<file path="src/rtl/ex_stage.sv">
// Execute stage: single-cycle ALU ops plus a WIDTH-cycle shift-add multiplier behind a
// valid/ready handshake. Optional result forwarding is built when EX_STAGE_FWD_EN is defined.
module ex_stage #(
  parameter int unsigned WIDTH = 16
) (
  input  logic             clock,
  input  logic             reset_n,
  input  logic             in_valid,
  output logic             in_ready,
  input  logic [1:0]       RR1,
  input  logic [1:0]       RR2,
  input  logic [WIDTH-1:0] A,
  input  logic [WIDTH-1:0] B,
  input  logic [2:0]       ALUctl,
  input  logic [1:0]       WR_in,
  input  logic             RegWrite_in,
  output logic             out_valid,
  input  logic             out_ready,
  output logic [WIDTH-1:0] Result,
  output logic             Zero,
  output logic [1:0]       WR,
  output logic             RegWrite
);

  localparam logic [1:0] IDLE = 2'd0;
  localparam logic [1:0] MUL  = 2'd1;
  localparam logic [1:0] HOLD = 2'd2;

  localparam logic [2:0] OP_AND = 3'b000;
  localparam logic [2:0] OP_OR  = 3'b001;
  localparam logic [2:0] OP_ADD = 3'b010;
  localparam logic [2:0] OP_MUL = 3'b011;
  localparam logic [2:0] OP_SUB = 3'b110;
  localparam logic [2:0] OP_SLT = 3'b111;

  localparam int unsigned CW = (WIDTH > 1) ? $clog2(WIDTH) : 1;
  localparam logic [CW-1:0] LAST = CW'(WIDTH - 1);

  logic [1:0]       state_q, state_d;
  logic [WIDTH-1:0] result_q, result_d;
  logic [1:0]       wr_q, wr_d;
  logic             rw_q, rw_d;
  logic [WIDTH-1:0] mcand_q, mcand_d;
  logic [WIDTH-1:0] mplier_q, mplier_d;
  logic [WIDTH-1:0] acc_q, acc_d;
  logic [CW-1:0]    cnt_q, cnt_d;

  logic             accept;
  logic             mul_done;
  logic [WIDTH-1:0] a_op, b_op;
  logic [WIDTH-1:0] alu_res;
  logic [WIDTH-1:0] acc_step;

`ifdef EX_STAGE_FWD_EN
  logic             fwd_valid_q;
  logic [1:0]       fwd_idx_q;
  logic [WIDTH-1:0] fwd_val_q;
  logic             complete;
`else
  logic             unused_rr;
  assign unused_rr = ^{RR1, RR2};
`endif

  always_comb begin
    a_op = A;
    b_op = B;
`ifdef EX_STAGE_FWD_EN
    // Index 0 is never recorded, so it can never forward.
    if (fwd_valid_q && (fwd_idx_q == RR1)) a_op = fwd_val_q;
    if (fwd_valid_q && (fwd_idx_q == RR2)) b_op = fwd_val_q;
`endif
  end

  always_comb begin
    alu_res = '0;
    case (ALUctl)
      OP_AND:  alu_res = a_op & b_op;
      OP_OR:   alu_res = a_op | b_op;
      OP_ADD:  alu_res = a_op + b_op;
      OP_SUB:  alu_res = a_op - b_op;
      OP_SLT:  alu_res = {{(WIDTH-1){1'b0}}, ($signed(a_op) < $signed(b_op))};
      default: alu_res = '0;
    endcase
  end

  assign in_ready = (state_q != MUL) && ((state_q != HOLD) || out_ready);
  assign accept   = in_valid && in_ready;
  assign acc_step = acc_q + (mplier_q[0] ? mcand_q : '0);
  assign mul_done = (state_q == MUL) && (cnt_q == LAST);

  always_comb begin
    state_d  = state_q;
    result_d = result_q;
    wr_d     = wr_q;
    rw_d     = rw_q;
    mcand_d  = mcand_q;
    mplier_d = mplier_q;
    acc_d    = acc_q;
    cnt_d    = cnt_q;
    case (state_q)
      MUL: begin
        acc_d    = acc_step;
        mcand_d  = mcand_q << 1;
        mplier_d = mplier_q >> 1;
        cnt_d    = cnt_q + 1'b1;
        if (mul_done) begin
          state_d  = HOLD;
          result_d = acc_step;
        end
      end
      default: begin
        if (accept) begin
          wr_d = WR_in;
          rw_d = RegWrite_in;
          if (ALUctl == OP_MUL) begin
            state_d  = MUL;
            mcand_d  = a_op;
            mplier_d = b_op;
            acc_d    = '0;
            cnt_d    = '0;
          end else begin
            state_d  = HOLD;
            result_d = alu_res;
          end
        end else if ((state_q != HOLD) || out_ready) begin
          // Also pulls the unused encoding back to IDLE.
          state_d = IDLE;
        end
      end
    endcase
  end

  always_ff @(posedge clock or negedge reset_n) begin
    if (!reset_n) begin
      state_q  <= IDLE;
      result_q <= '0;
      wr_q     <= '0;
      rw_q     <= 1'b0;
      mcand_q  <= '0;
      mplier_q <= '0;
      acc_q    <= '0;
      cnt_q    <= '0;
    end else begin
      state_q  <= state_d;
      result_q <= result_d;
      wr_q     <= wr_d;
      rw_q     <= rw_d;
      mcand_q  <= mcand_d;
      mplier_q <= mplier_d;
      acc_q    <= acc_d;
      cnt_q    <= cnt_d;
    end
  end

`ifdef EX_STAGE_FWD_EN
  // A result is complete on the edge it is written into result_q.
  assign complete = mul_done || (accept && (ALUctl != OP_MUL));

  always_ff @(posedge clock or negedge reset_n) begin
    if (!reset_n) begin
      fwd_valid_q <= 1'b0;
      fwd_idx_q   <= '0;
      fwd_val_q   <= '0;
    end else if (complete && rw_d && (wr_d != 2'd0)) begin
      fwd_valid_q <= 1'b1;
      fwd_idx_q   <= wr_d;
      fwd_val_q   <= result_d;
    end
  end
`endif

  assign out_valid = (state_q == HOLD);
  assign Result    = result_q;
  assign Zero      = (result_q == '0);
  assign WR        = wr_q;
  assign RegWrite  = out_valid && rw_q;

endmodule
</file>
<file path="config.mk">
export PLATFORM = sky130hd
export DESIGN_NAME = ex_stage
export DESIGN_NICKNAME = d
export VERILOG_FILES = /design/src/rtl/ex_stage.sv
export SDC_FILE = /design/constraint.sdc
export NUM_CORES = 1
export LEC_CHECK = 0
export BUFFER_PORTS_ARGS = -buffer_cell sky130_fd_sc_hd__buf_4
export CORE_MARGIN = 4
export CORE_UTILIZATION = 40
export CTS_CLUSTER_SIZE = 14
export DETAILED_ROUTE_END_ITERATION = 6
export PLACE_DENSITY = 0.64
export REMOVE_ABC_BUFFERS = 1
export SLEW_MARGIN = 20
export SYNTH_ARGS = -nofsm -noshare
export SYNTH_HDL_FRONTEND = slang
export SYNTH_SLANG_ARGS = --single-unit
</file>
<file path="constraint.sdc">
create_clock -name clock -period 2.95 [get_ports clock]
set_input_delay 0.885 -clock clock [delete_from_list [all_inputs] [get_ports clock]]
set_output_delay 0.885 -clock clock [all_outputs]
set_load 0.02 [all_outputs]
</file>
==> impl_results.md, run 1 <==
- Syn Inst Count: 721
- Final setup fails: 0
- 1st-iter DRT viols: 377
- Outcome: finished clean
- Synth Cell Area: 0.006025 mm2
- I/O Buffers: 63
- Multi-input gate area: 0.003915 mm2
- CTS root buffer: clkbuf_16
- Worst Setup End Kind: flip-flop
- Worst slack, placed: -0.5028 ns
- Final nets: 964
- Synth Warn #: 0
- Vias in the first global route: around 5800
- TritonCTS buffer count: 9
- GRT Total Usage: 22.54%
- Clk pwr share: 20.1%
- Total area of sequential cells: around 0.0018 mm2
- Met1 GRT Util: 31.26%
- Initial Util: 41.14%
- Fillers: ~1400
- Most common cell after layout, fill and taps aside: buf_4
- Via count: 5754
- GR Util met2: approximately 36%
- Fin. Hold Viols: 0
- Die Y: 130.7 um
- FF+latch count, synth: 73
- Clk Latency, worst-skew pair: 0.35 ns
- # diodes: 0
- DRT antenna net count: 0
- Top FF cell, synth: dfrtp_1
- Core Footprint: 0.01464 mm2
- Max_slew headroom: 55.03%
- Startpoint types: input port
- First-pass GRT wire length: a little over 30000 um
- Period utilization: around 99%
- Seq/Total Area, Yosys: 30.32%
- Comb power frac: ~50%
- GP Congestion: 0.9295
- Detailed Route WL: 18450 um
- Max-cap violation count: 0
- Crit path DAT: 3.14 ns
- Number of synthesized flops with an enable pin: 0
- Final worst slack: between 0.04 and 0.05 ns
- Dominant cell type by area after synthesis: dfrtp_1
- Yosys cell types: 73
- Clock buffer depth: 2
- Dominant cells by area after synthesis: dfrtp_1, ha_1, nor2_1, inv_1, o22ai_1
- Synth top area share: between 30% and 40%
- Final routed DRC violation total: 0
- Sw frac: between 40% and 50%
- H-tree levels: 3
- # hold bufs at CTS: 0
- Layout cells sized above 1: 24.47%
- Most frequent cells in the layout: buf_4, nor2_1, dfrtp_1
- Syn Area/Cell: 8.356 um2
- NetSw: 0.002338 W
- Clk slew on worst S/H paths: 0.06 ns
- Initial antenna violation count: 0
- Ys async rst share: 100.0%
- Crit Path Max Fanout: 5
- Setup TNS: 0 ns
- DR WL/cell: 17.77 um
- Std cell rows: 44
- Pre-antenna DRT Iters: 5
- GR Overflow Total: 0
- Final Skew: 0.009741 ns
- Sequential share of power: 29.9%
- Fmax achieved: ~340 MHz
- Power Internal: 0.003321 W
- Synth-to-Final Area Change: 26.52%
- Leakage: 3.659 nW
- Required @ worst endpoint: 3.18 ns
- CTS tree: built
- Max VDD drop: 0.3375 mV
- Hold Path Class: flip-flop to flip-flop
- GRT busiest layer: met2
- Sink Count: 73
- Final min period: 2.906 ns
- I/O pin cnt: a little under 70
- Slew Limit Fails: 0
- Die W: 130.7 um
- Die area: 0.01709 mm2
- PwrDens: about 740 mW/mm2
- CP Class: input port to flip-flop
- Avg Vias per Cell: between 5 and 6
- Met3 Use GR: 3.211%
- Worst slew pin tran: 0.6746 ns
- Largest net degree at the start of global routing: 42
- HPWL after detailed placement: between 10000 and 15000 um
[critical path, cell delays in order]
cell,delay (ns)
buf_4,0.11
inv_1,0.08
ha_1,0.34
nor2_1,0.14
o311a_2,0.18
o21ai_1,0.08
a211o_1,0.33
a2111oi_1,0.41
buf_4,0.18
nor4_1,0.05
o21a_1,0.19
o22a_1,0.15
[timing repair]
item,CTS,global route
pin swaps,4,13
endpoints found under the setup margin,3,10
endpoints found under the hold margin,0,0
setup buffers,1,1
gates resized for setup,6,21
[metal layers]
metal,vias up,wire [um]
met5,-,0
met4,0,526
met3,34,776
met2,151,8568
met1,2765,8578
li1,2804,-
[power groups by stage]
stage	sequential, W	combinational (W)	clock, W
global route	0.00174	0.00315	0.00120
detailed placement	0.00170	0.00272	0
CTS	0.00169	0.00277	0.00116
finish	0.00169	0.00283	0.00114
global placement	0.00168	0.00263	0
floorplan	0.00170	0.00181	0
[Yosys cell counts (all sizes together), types with 14 or more instances]
master	n
ha	66
clkbuf	20
nand2	51
inv	59
o21ai	37
a21o	14
mux2i	14
a21oi	39
xnor2	14
and2	19
o22ai	33
dfrtp	73
nand3	17
nor2	98
[worst paths after layout]
check | from | end | slack, ns | depth (start not counted)
worst min register to register | acc_q[8]$_DFFE_PN0P_ | acc_q[8]$_DFFE_PN0P_ | 0.49 | 2
min in group asynchronous | reset_n | mcand_q[12]$_DFFE_PN0P_ | 0.55 | 1
worst max register to register | mcand_q[0]$_DFFE_PN0P_ | Result[12]$_DFFE_PN0P_ | 0.10 | 10
worst min-delay path | acc_q[8]$_DFFE_PN0P_ | acc_q[8]$_DFFE_PN0P_ | 0.49 | 2
max in group asynchronous | reset_n | mplier_q[0]$_DFFE_PN0P_ | 1.80 | 2
worst max-delay path | A[1] | Result[9]$_DFFE_PN0P_ | 0.04 | 12
[stage by stage]
step / instances / util, % / power, W / cell area, um2 / hold slack (ns)
after floorplan: 689 / - / 0.003506 / 5833 / 0.4501
after global placement: 1020 / 49.06 / 0.004313 / 7184 / 0.4667
after detailed placement: 1020 / 49.06 / 0.004421 / 7184 / 0.4721
after CTS: 1037 / 51.32 / 0.005617 / 7515 / 0.4899
after global routing: 1038 / 52.05 / 0.006088 / 7622 / 0.5172
final: 1038 / 52.05 / 0.005659 / 7622 / 0.4917
[flip-flops by register name, summed over array words and instances, names as in the netlist]
register,flops
acc_q,16
WR,2
cnt_q,4
mplier_q,16
state_q,2
mcand_q,16
rw_q,1
Result,16
[cells by family after synthesis]
kind of cell / Yosys count / synth area share (%)
simple gates: 239 / 18.59
compound gates: 207 / 23.01
buf+inv: 91 / 6.853
flops: 73 / 30.32
fa+ha+maj: 69 / 14.70
xor+xnor: 25 / 3.634
mux: 17 / 2.887
[layout make-up]
type | instances | share of cell area, %
Multi-Input combinational cell | 557 | 51.36
Sequential cell | 73 | 23.97
Timing Repair Buffer | 149 | 14.84
Clock buffer | 11 | 3.185
Tap cell | 184 | 3.020
Inverter | 59 | 2.905
Clock inverter | 5 | 0.7223
Note: power is estimated with default switching activity, not from simulation.
==> run 2: changes to the inputs <==
--- a/config.mk
+++ b/config.mk
@@ -5,13 +5,13 @@
 export SDC_FILE = /design/constraint.sdc
 export NUM_CORES = 1
 export LEC_CHECK = 0
+export ABC_CLOCK_PERIOD_IN_PS = 2950
 export BUFFER_PORTS_ARGS = -buffer_cell sky130_fd_sc_hd__buf_4
 export CORE_MARGIN = 4
-export CORE_UTILIZATION = 40
+export CORE_UTILIZATION = 55
 export CTS_CLUSTER_SIZE = 14
 export DETAILED_ROUTE_END_ITERATION = 6
-export PLACE_DENSITY = 0.64
-export REMOVE_ABC_BUFFERS = 1
+export PLACE_DENSITY = 0.82
 export SLEW_MARGIN = 20
 export SYNTH_ARGS = -nofsm -noshare
 export SYNTH_HDL_FRONTEND = slang
==> impl_results.md, run 2 (synthesized netlist as in run 1, its figures left out) <==
- Outcome: finished clean
- First-pass GRT wire length: 28620 um (-5.6%)
- Clock buffer depth: 2 (unchanged)
- WHS: 0.4646 ns (-0.02714 ns)
- Fmax achieved: 346.7 MHz (+0.75%)
- Die area: 0.01269 mm2 (-26%)
- Final nets: 956 (-0.83%)
- Vias in the first global route: 5823 (+0.22%)
- Final min period: 2.884 ns (-0.02167 ns)
- Worst Setup End Kind: flip-flop
- Layout cells sized above 1: 23.64% (-0.83 points)
- Hold Path Class: input port to asynchronous set/reset pin
- PwrDens: 729.1 mW/mm2 (-1.8%)
- Die Y: 112.7 um (-14%)
- CP Class: input port to flip-flop
- Synth-to-Final Area Change: 22.91%
- Final routed DRC violation total: 0 (unchanged)
- DRT antenna net count: 0 (unchanged)
- GP Congestion: 0.9461 (+1.8%)
- CTS root buffer: clkbuf_8
- Synth Net Count: 836
- Die W: 112.7 um (-14%)
- Via count: 5886 (+2.3%)
- CTS tree: built
- # diodes: 0 (unchanged)
- Max VDD drop: 0.4525 mV (+34%)
- I/O pin cnt: 68 (unchanged)
- Avg Vias per Cell: 5.994 (+8.1%)
- Max_slew headroom: 56.08% (+1.1 points)
- GRT Total Usage: 27.85% (+5.3 points)
- Max-cap violation count: 0 (unchanged)
- Clk Latency, worst-skew pair: 0.37 ns (+0.02 ns)
- Startpoint types: input port
- Pre-antenna DRT Iters: 5 (unchanged)
- Core Footprint: 0.01051 mm2 (-28%)
- Worst slew pin tran: 0.6589 ns (-0.01577 ns)
- Required @ worst endpoint: 3.21 ns (+0.03 ns)
- Non-Filler Instances: 982 (-5.4%)
- DR WL/cell: 17.90 um (+0.68%)
- H-tree levels: 3 (unchanged)
- Initial Util: 57.33% (+16 points)
- Final worst slack: 0.06577 ns (+0.02167 ns)
- HPWL after detailed placement: 13760 um (-3.0%)
- Most frequent cells in the layout: buf_4, nor2_1, dfrtp_1
- Std cell rows: 37 (-16%)
- TritonCTS buffer count: 9 (unchanged)
- 1st-iter DRT viols: 364 (-3.4%)
- Leakage: 3.578 nW (-2.2%)
- Initial antenna violation count: 0 (unchanged)
- Setup TNS: 0 ns (unchanged)
- Clk slew on worst S/H paths: 0.09 ns (+0.03 ns)
- Largest net degree at the start of global routing: 38 (-9.5%)
- Fin. Hold Viols: 0 (unchanged)
- Period utilization: 97.77% (-0.73 points)
- RSZ-0062 raised after global routing: true
- Worst slack, placed: -0.3438 ns (+0.1590 ns)
- Final core occ: 70.46% (+18 points)
- Inst Count DP: 966 (-5.3%)
- Crit Path Max Fanout: 4 (-1)
- Detailed Route WL: 17570 um (-4.7%)
- GR Overflow Total: 0 (unchanged)
- Sink Count: 73 (unchanged)
- Fillers: 833 (-41%)
- Slew Limit Fails: 0 (unchanged)
- I/O Buffers: 63 (unchanged)
- Final Skew: 0.01335 ns (+0.003607 ns)
- Most common cell after layout, fill and taps aside: buf_4
- Final setup fails: 0 (unchanged)
- Crit path DAT: 3.15 ns (about the same)
- Setup bufs post-CTS: 0 (-1)
## run 2: changes by cell type in the layout (fill, tap and decap cells not counted), moves of 2 or more
| cell | change |
|---|---|
| a2111oi_0 | +3 |
| a2111oi_1 | -2 |
| a21oi_2 | -2 |
| a31oi_1 | +2 |
| a31oi_2 | -2 |
| buf_4 | -7 |
| clkbuf_16 | -9 |
| clkbuf_8 | +9 |
| ha_1 | -2 |
| ha_4 | +2 |
| inv_1 | -5 |
| inv_2 | +3 |
## run 2: area by class of cell
class	instances	area (um2)	share of cell area, %
flip-flops and latches	73	1827	24.67
clock buffers	10	137.6	1.859
repair buffers	141	1059	14.30
clock inverters	6	90.09	1.217
multi-input cells	557	3890	52.53
well taps	136	170.2	2.298
inverters	59	231.5	3.126
## run 2: worst paths after layout
kind | from | to | cells past startpoint | slack (ns)
worst max-delay path | A[0] | Result[12]$_DFFE_PN0P_ | 11 | 0.07
worst min-delay path | reset_n | cnt_q[3]$_DFFE_PN0P_ | 1 | 0.46
worst max register to register | mplier_q[0]$_DFFE_PN0P_ | Result[12]$_DFFE_PN0P_ | 10 | 0.14
worst min register to register | acc_q[8]$_DFFE_PN0P_ | acc_q[8]$_DFFE_PN0P_ | 2 | 0.49
max in group asynchronous | reset_n | mplier_q[11]$_DFFE_PN0P_ | 2 | 1.82
min in group clock | acc_q[8]$_DFFE_PN0P_ | acc_q[8]$_DFFE_PN0P_ | 2 | 0.49
## run 2: critical path, cell delays in order
cell and delay [ns]:
buf_4 0.11, ha_1 0.21, fa_1 0.38, a21o_1 0.20, a21oi_4 0.19, o221ai_4 0.14, a311o_1 0.34, o211ai_1 0.11
xor2_1 0.19, nor2_1 0.08, o32a_1 0.29
## run 2: through the flow
stage | power [W] | cell area (um2)
3_3_place_gp | 0.004239 | 7131
4_1_cts | 0.005335 | 7358
2_1_floorplan | 0.003560 | 6091
6_report | 0.005399 | 7405
5_1_grt | 0.005775 | 7405
3_5_place_dp | 0.004389 | 7131
## run 2: repair_timing
item                                    4_1_cts  5_1_grt
hold buffers                                  0        0
endpoints found under the setup margin        0        5
gates resized for setup                       0        9
## run 2: power breakdown
| group | total, W | switching (W) | leakage, nW | internal (W) |
|---|---|---|---|---|
| logic | 0.00279 | 0.00156 | 2.59 | 0.00123 |
| registers | 0.00169 | 0.000298 | 0.871 | 0.00139 |
| clock network | 0.000922 | 0.000419 | 0.113 | 0.000502 |
## run 2: layer usage
| layer | GRT usage [%] | up-vias | wire length (um) | share of wire, % |
|---|---|---|---|---|
| met3 | 5.121 | 36 | 1241 | 7.1 |
| met2 | 46.29 | 228 | 8593 | 49 |
| met5 | 0 | - | 0 | 0 |
| met4 | 8.894 | 0 | 318 | 1.8 |
| met1 | 36.73 | 2835 | 7420 | 42 |
| li1 | - | 2787 | - | - |
